**config.mk**
```make
export PLATFORM = sky130hd
export DESIGN_NAME = xor_accum_pipe
export DESIGN_NICKNAME = d
export VERILOG_FILES = /design/src/rtl/xor_accum_pipe.sv
export SDC_FILE = /design/constraint.sdc
export NUM_CORES = 1
export LEC_CHECK = 0
export ABC_AREA = 1
export CAP_MARGIN = 20
export CELL_PAD_IN_SITES_DETAIL_PLACEMENT = 1
export CELL_PAD_IN_SITES_GLOBAL_PLACEMENT = 1
export CORE_ASPECT_RATIO = 1.1
export CORE_MARGIN = 2
export CORE_UTILIZATION = 35
export DETAILED_ROUTE_END_ITERATION = 6
export PLACE_DENSITY = 0.89
export SYNTH_ARGS = -nofsm -noshare
export SYNTH_HDL_FRONTEND = slang
export SYNTH_SLANG_ARGS = --single-unit
```
**constraint.sdc**
```tcl
create_clock -name clk -period 1.9 [get_ports clk]
set_clock_uncertainty 0.05 [all_clocks]
set_input_delay 0.38 -clock clk [delete_from_list [all_inputs] [get_ports clk]]
set_output_delay 0.38 -clock clk [all_outputs]
set_load 0.02 [all_outputs]
```
**src/rtl/xor_accum_pipe.sv**
```systemverilog
// Registered XOR datapath over a valid/ready handshake.
// Pairwise mode emits a^b per beat; accumulate mode folds a^b across a packet.
module xor_accum_pipe #(
  parameter int WIDTH = 8,
  parameter int CNT_W = 4
) (
  input  logic             clk,
  input  logic             resetb,
  input  logic             clr,
  input  logic             mode,
  input  logic             in_valid,
  output logic             in_ready,
  input  logic [WIDTH-1:0] in_a,
  input  logic [WIDTH-1:0] in_b,
  input  logic             in_last,
  output logic             out_valid,
  input  logic             out_ready,
  output logic [WIDTH-1:0] out_data,
  output logic             out_parity,
  output logic [CNT_W-1:0] out_beats,
  output logic             out_sat
);

  localparam logic [CNT_W-1:0] CNT_MAX = '1;
  localparam logic [CNT_W-1:0] CNT_ONE = CNT_W'(1);

  typedef enum logic {IDLE, ACC} state_t;

  state_t             state_q, state_d;
  logic [WIDTH-1:0]   acc_q, acc_d;
  logic [CNT_W-1:0]   cnt_q, cnt_d;
  logic               sat_q, sat_d;
  logic               out_valid_q, out_valid_d;
  logic [WIDTH-1:0]   out_data_q, out_data_d;
  logic               out_parity_q, out_parity_d;
  logic [CNT_W-1:0]   out_beats_q, out_beats_d;
  logic               out_sat_q, out_sat_d;

  logic               accept;
  logic [WIDTH-1:0]   beat_x;
  logic [WIDTH-1:0]   fold_x;
  logic [CNT_W-1:0]   cnt_inc;
  logic               sat_inc;
  logic               load;
  logic [WIDTH-1:0]   res_data;
  logic [CNT_W-1:0]   res_beats;
  logic               res_sat;

  assign in_ready = (!out_valid_q || out_ready) && !clr;
  assign accept   = in_valid && in_ready;
  assign beat_x   = in_a ^ in_b;
  assign fold_x   = acc_q ^ beat_x;
  assign cnt_inc  = (cnt_q == CNT_MAX) ? CNT_MAX : cnt_q + CNT_ONE;
  assign sat_inc  = sat_q || (cnt_q == CNT_MAX);

  always_comb begin
    state_d   = state_q;
    acc_d     = acc_q;
    cnt_d     = cnt_q;
    sat_d     = sat_q;
    load      = 1'b0;
    res_data  = '0;
    res_beats = '0;
    res_sat   = 1'b0;

    if (clr) begin
      state_d = IDLE;
      acc_d   = '0;
      cnt_d   = '0;
      sat_d   = 1'b0;
    end else if (accept) begin
      case (state_q)
        IDLE: begin
          if (!mode || in_last) begin
            load      = 1'b1;
            res_data  = beat_x;
            res_beats = CNT_ONE;
            res_sat   = 1'b0;
          end else begin
            acc_d   = beat_x;
            cnt_d   = CNT_ONE;
            sat_d   = 1'b0;
            state_d = ACC;
          end
        end
        ACC: begin
          if (in_last) begin
            load      = 1'b1;
            res_data  = fold_x;
            res_beats = cnt_inc;
            res_sat   = sat_inc;
            acc_d     = '0;
            cnt_d     = '0;
            sat_d     = 1'b0;
            state_d   = IDLE;
          end else begin
            acc_d = fold_x;
            cnt_d = cnt_inc;
            sat_d = sat_inc;
          end
        end
        default: state_d = IDLE;
      endcase
    end
  end

  // Output register: a new result wins over a drain in the same cycle.
  always_comb begin
    out_valid_d  = out_valid_q;
    out_data_d   = out_data_q;
    out_parity_d = out_parity_q;
    out_beats_d  = out_beats_q;
    out_sat_d    = out_sat_q;
    if (out_ready)
      out_valid_d = 1'b0;
    if (load) begin
      out_valid_d  = 1'b1;
      out_data_d   = res_data;
      out_parity_d = ^res_data;
      out_beats_d  = res_beats;
      out_sat_d    = res_sat;
    end
  end

  always_ff @(posedge clk or negedge resetb) begin
    if (!resetb) begin
      state_q      <= IDLE;
      acc_q        <= '0;
      cnt_q        <= '0;
      sat_q        <= 1'b0;
      out_valid_q  <= 1'b0;
      out_data_q   <= '0;
      out_parity_q <= 1'b0;
      out_beats_q  <= '0;
      out_sat_q    <= 1'b0;
    end else begin
      state_q      <= state_d;
      acc_q        <= acc_d;
      cnt_q        <= cnt_d;
      sat_q        <= sat_d;
      out_valid_q  <= out_valid_d;
      out_data_q   <= out_data_d;
      out_parity_q <= out_parity_d;
      out_beats_q  <= out_beats_d;
      out_sat_q    <= out_sat_d;
    end
  end

  assign out_valid  = out_valid_q;
  assign out_data   = out_data_q;
  assign out_parity = out_parity_q;
  assign out_beats  = out_beats_q;
  assign out_sat    = out_sat_q;

endmodule

```
==> impl_metrics.py, run 1 <==
metrics = {
    "status": {
        "status": "finished clean",
    },
    "finish": {
        "syn_to_final_growth_pct": 44.3,
        "fin_area_sq_um": 2620,
        "final_common_cell": "nand2_1",
        "post-route-util_pct": 52.5,
        "nets": 356,
        "final_cell_mix": "nand2_1, inv_1, nand3_1, clkdlybuf4s50_1",
        "layout-drive-gt1-share_pct": 17.7,
        "fillers": 646,
        "n_antenna_cell": 0,
    },
    "cts": {
        "clkTransAtPathRegs_ns": 0.07,
        "cts_buffers": 5,
        "clockBufferDepth": 2,
        "clock_sinks": 29,
        "cts-htree-levels": 2,
        "cts-root-buf": "clkbuf_8",
        "clk_latency_ns": 0.29,
        "cts_tree": "built",
    },
    "worst_setup_path": {
        "r2r_start": "state_q$_DFFE_PN0P_",
        "r2r.worst_path.cells": 12,
        "crit_required_ns": 1.47,
        "worstSetupPathType": "input pin to output pin",
        "endpoint_kind": "output pin",
        "reg2reg_to": "out_parity$_DFFE_PN0P_",
        "timing.critical_path.to": "in_ready",
        "critPathLaunch": "out_ready",
        "critPathLaunchType": "input pin",
        "reg2reg_setup_slack_ns": 0.14,
        "worstPathMaxFanout": 2,
        "cp.arrival_ns": 1.40,
    },
    "pwr": {
        "power_mw": 2.05,
        "leakage_nw": 1.42,
        "power.density_nw_per_um2": 782,
        "vdd_drop_max_v": 0.000328,
    },
    "worst_hold_path": {
        "hp-class": "input pin to asynchronous set/reset pin",
    },
    "floorplan": {
        "num_rows": 27,
        "die_y_um": 79.6,
        "die-area_sq_um": 5790,
        "fp.dieW_um": 72.7,
        "start_util_pct": 36.4,
        "io_pins": 39,
        "core_area_sq_um": 5000,
    },
    "timing": {
        "finalMaxSlewViolations": 0,
        "setup_viol": 0,
        "fmax_mhz": 547,
        "worst_pin_slew_ns": 0.382,
        "hold_ws_ns": 0.419,
        "tns_ns": 0,
        "maxSlewHeadroom_pct": 74.5,
        "hold_viol": 0,
        "finalCritPeriodShare_pct": 96.1,
        "period_minus_slack_ns": 1.83,
    },
    "drt": {
        "vias": 2042,
        "vias_per_cell": 5.22,
        "drtIter0Drc": 74,
        "finalWirelength_um": 5930,
        "routedWlPerCell_um": 15.2,
        "drc": 0,
        "ant_nets": 0,
        "firstDrtPassIters": 4,
    },
    "synthesis": {
        "synth_area_leaders": "dfrtp_1, nand2_1, nand3_1",
        "netlist_area_sq_um": 1820,
        "ys_warn_count": 0,
        "syn_nets": 286,
        "synth.distinct_cells": 26,
        "yosys_register_bits": 29,
        "post_synth_inst_count": 262,
        "netlist.area_leader.share_pct": 39.9,
        "seq_area_frac_synth_pct": 39.9,
        "syn_area_per_cell_sq_um": 6.94,
        "yosysTopAreaCell": "dfrtp_1",
    },
    "grt": {
        "grt_pass1_wl_um": 9330,
        "grt_antenna_before_repair": 0,
        "grt_pass1_vias": 2093,
        "overflow": 0,
        "track_usage_pct": 20.6,
        "grt_max_degree": 30,
    },
    "placement": {
        "placed_cell_area_sq_um": 2440,
        "io_buffers": 38,
        "finalWeightedCongestion": 0.774,
        "hpwl_um": 4040,
    },
    "job": {
        "drv_cap": 0,
    },
}
metrics by stage:
step / worst slack [ns] / instances
2_1_floorplan: 0.250 / 262
3_3_place_gp: -0.178 / 381
3_5_place_dp: -0.228 / 381
4_1_cts: 0.0504 / 389
5_1_grt: -0.0756 / 391
6_report: 0.0734 / 391
what timing repair did:
item                                    4_1_cts  5_1_grt
pin swaps                                     0        2
resized for setup                             1       17
hold endpoints to repair                      0        0
hold buffers                                  0        0
buffers inserted                              0        2
gates cloned                                  0        0
endpoints found under the setup margin        1        2
cells in the mapped netlist:
master / instances
nor2_1: 7
a21oi_2: 1
nand3_1: 34
a32o_1: 8
inv_1: 40
o31ai_1: 1
nand3_2: 1
o21ai_0: 13
a21oi_1: 4
buf_4: 2
and2_1: 1
nand4_1: 3
inv_2: 2
o22ai_1: 1
nand3_4: 1
nor2_4: 1
nand3b_1: 2
buf_6: 2
a31oi_1: 1
nand2_2: 2
inv_4: 1
nand2_1: 101
nor3_1: 1
or2_2: 2
ha_1: 1
dfrtp_1: 29
power breakdown:
group | internal (mW) | total, mW | switching, mW
Clock | 0.521 | 0.776 | 0.255
Sequential | 0.681 | 0.720 | 0.0387
Combinational | 0.254 | 0.557 | 0.303
worst min-delay path by stage:
stage	from	endpoint
floorplan	resetb	acc_q[0]$_DFFE_PN0P_
global placement	out_data[1]$_DFFE_PN0P_	out_data[1]$_DFFE_PN0P_
detailed placement	out_data[3]$_DFFE_PN0P_	out_data[3]$_DFFE_PN0P_
CTS	out_data[3]$_DFFE_PN0P_	out_data[3]$_DFFE_PN0P_
global route	out_data[3]$_DFFE_PN0P_	out_data[3]$_DFFE_PN0P_
finish	resetb	acc_q[4]$_DFFE_PN0P_
cell type report:
class                           instances  area [sq um]  share of cell area, %
Clock buffer                            5          68.8                   2.62
Tap cell                               58          72.6                   2.77
Multi-Input combinational cell        186           913                   34.8
Timing Repair Buffer                   67           613                   23.4
Sequential cell                        29           727                   27.7
Inverter                               43           164                   6.25
Clock inverter                          3          65.1                   2.48
per-layer routing:
layer  track usage (%)  up-vias  routed length (um)
met2              38.1       50                3220
met1              23.5      998                2330
met5                 0        -                   0
li1                  -      978                   -
met3              3.03       16                 203
met4              7.59        0                 167
state kept, by name (all words and copies together), names as in the netlist:
signal      cells
out_parity      1
sat_q           1
out_valid       1
out_sat         1
acc_q           8
state_q         1
cnt_q           4
out_beats       4
out_data        8
critical path, cell delays in order:
cell             delay (ns)
clkdlybuf4s50_1        0.45
inv_1                  0.05
a21oi_1                0.15
dlygate4sd2_1          0.35
cells by family (layout without fill, tap and decap cells):
| logic type | after synthesis | count (layout) | synth area share (%) |
|---|---|---|---|
| AOI/OAI and AO/OA | 29 | 29 | 10.7 |
| adders and majority gates | 1 | 1 | 0.688 |
| buffers and inverters | 47 | 118 | 11.1 |
| DFF | 29 | 29 | 39.9 |
| and+or+nand+nor | 156 | 156 | 37.6 |
Note: power is estimated with default switching activity, not from simulation.
==> run 2, diff against run 1 <==
--- a/config.mk
+++ b/config.mk
@@ -14,6 +14,7 @@
 export CORE_UTILIZATION = 35
 export DETAILED_ROUTE_END_ITERATION = 6
 export PLACE_DENSITY = 0.89
+export REMOVE_ABC_BUFFERS = 1
 export SYNTH_ARGS = -nofsm -noshare
 export SYNTH_HDL_FRONTEND = slang
 export SYNTH_SLANG_ARGS = --single-unit
==> run 2 against run 1 <==
Compared with the run above: wire length decreased by 9.9%; non-clock buffer count decreased by 2; global-route usage decreased by 0.38 points; sequential power about the same; fmax increased by 2.4%; largest cell class unchanged; critical path type is now input pin to flip-flop; hold slack improved by 0.011 ns; combinational power about the same; highest routed layer unchanged; clock power decreased by 26%; total power decreased by 9.6%.
==> impl_metrics.py, run 2 (same netlist as run 1, synthesis figures left out) <==
metrics = {
    "status": {
        "status": "finished clean",
    },
    "cts": {
        "cts_buffers": 5,
        "cts_tree": "built",
        "cts-htree-levels": 2,
        "clk_latency_ns": 0.28,
        "clock_sinks": 29,
        "clkTransAtPathRegs_ns": 0.06,
        "clockBufferDepth": 2,
        "cts-root-buf": "clkbuf_8",
    },
    "grt": {
        "grtUsageMet2_pct": 35.9,
        "grt_pass1_vias": 2112,
        "grt_antenna_before_repair": 0,
        "grt_max_degree": 30,
        "grt_pass1_wl_um": 9160,
        "gr-usage-met1_pct": 23.6,
        "overflow": 0,
        "gr-usage-met3_pct": 4.29,
        "track_usage_pct": 20.2,
        "grt-busiest-layer": "met2",
    },
    "timing": {
        "fmax_mhz": 561,
        "period_minus_slack_ns": 1.78,
        "hold_viol": 0,
        "maxSlewHeadroom_pct": 74.0,
        "worst_pin_slew_ns": 0.389,
        "setup_viol": 0,
        "hold_ws_ns": 0.430,
        "finalMaxSlewViolations": 0,
        "finalCritPeriodShare_pct": 93.9,
    },
    "floorplan": {
        "core_area_sq_um": 5000,
        "io_pins": 39,
        "fp.dieW_um": 72.7,
        "start_util_pct": 36.4,
        "num_rows": 27,
        "die-area_sq_um": 5790,
        "die_y_um": 79.6,
    },
    "drt": {
        "routedWlPerCell_um": 13.7,
        "finalWirelength_um": 5340,
        "vias": 1974,
        "vias_per_cell": 5.07,
        "drtIter0Drc": 75,
        "ant_nets": 0,
        "firstDrtPassIters": 4,
        "drc": 0,
    },
    "finish": {
        "n_antenna_cell": 0,
        "nets": 354,
        "layout-drive-gt1-share_pct": 19.0,
        "post-route-util_pct": 52.0,
        "syn_to_final_growth_pct": 43.0,
        "final_common_cell": "nand2_1",
        "final_cell_mix": "nand2_1, inv_1, clkdlybuf4s50_1, nand3_1, dfrtp_1",
        "fillers": 669,
    },
    "pwr": {
        "power.density_nw_per_um2": 713,
        "leakage_nw": 1.38,
        "power_mw": 1.85,
        "vdd_drop_max_v": 0.000362,
    },
    "worst_setup_path": {
        "crit_slowest_cell": "clkdlybuf4s50_1",
        "critPathTopFamily": "simple AND/OR/NAND/NOR gates",
        "worstPathMaxFanout": 7,
        "cp_num_cells": 10,
        "reg2reg_to": "out_parity$_DFFE_PN0P_",
        "worst_path_most_repeated_cell": "nand3_1",
        "r2r_start": "state_q$_DFFE_PN0P_",
        "reg2reg_setup_slack_ns": 0.18,
        "max_stage_delay_ns": 0.54,
        "r2r.worst_path.cells": 10,
        "critPathLaunchType": "input pin",
        "crit_chain": "clkdlybuf4s50_1 -> nand3_4 -> nor2_4 -> nand2_2 -> nand3_1 -> nand2_1 -> nand2_1 -> nand2_2 -> nand3_1 -> nand3_1",
        "endpoint_kind": "flip-flop",
        "worstSetupPathType": "input pin to flip-flop",
        "crit_required_ns": 2.02,
        "cp_num_buf_inv": 1,
        "cp.arrival_ns": 1.90,
    },
    "placement": {
        "io_buffers": 38,
        "finalWeightedCongestion": 0.794,
        "hpwl_um": 3960,
    },
    "worst_hold_path": {
        "hp-class": "input pin to asynchronous set/reset pin",
    },
    "job": {
        "drv_cap": 0,
    },
}
==> run 2: layout make-up <==
| type | instances | area [sq um] | area share, % |
|---|---|---|---|
| clock buffers | 7 | 96.3 | 3.71 |
| repair buffers | 65 | 602 | 23.1 |
| clock inverters | 1 | 5.00 | 0.192 |
| multi-input cells | 186 | 933 | 35.9 |
| well taps | 58 | 72.6 | 2.79 |
| flip-flops and latches | 29 | 727 | 28.0 |
| inverters | 43 | 164 | 6.30 |
==> run 2: stage by stage <==
step	cell area (sq um)	TNS (ns)	setup slack [ns]	instances
after floorplan	1780	0	0.250	258
after global placement	2430	-1.15	-0.230	379
after detailed placement	2430	-1.72	-0.305	379
after CTS	2540	0	0.0271	387
after global routing	2600	-0.00733	-0.00733	389
final	2600	0	0.116	389
==> run 2: per-layer routing <==
metal | vias up | routed length [um] | share of wire (%)
met4 | 0 | 102 | 1.9
li1 | 978 | - | -
met3 | 10 | 191 | 3.6
met2 | 40 | 2760 | 52
met5 | - | 0 | 0
met1 | 946 | 2290 | 43
==> run 2: timing repair <==
item                       in CTS  in global routing
setup endpoints to repair       2                  2
hold buffers                    0                  0
buffers inserted                0                  2
resized for setup               4                 19
pin swaps                       2                  7
==> run 2: worst max-delay path by stage <==
stage                           from                      to  slack [ns]
2_1_floorplan  out_valid$_DFFE_PN0P_  out_parity$_DFFE_PN0P_        0.25
3_3_place_gp                     clr                in_ready       -0.23
3_5_place_dp                 in_last  out_parity$_DFFE_PN0P_       -0.31
4_1_cts                    out_ready  out_parity$_DFFE_PN0P_        0.03
5_1_grt                     in_valid  out_parity$_DFFE_PN0P_      -0.007
6_report                    in_valid  out_parity$_DFFE_PN0P_        0.12
==> run 2: report_power, final <==
part / total [mW] / switching (mW) / internal [mW]
combinational: 0.559 / 0.300 / 0.259
clock: 0.573 / 0.247 / 0.327
sequential: 0.722 / 0.0406 / 0.681
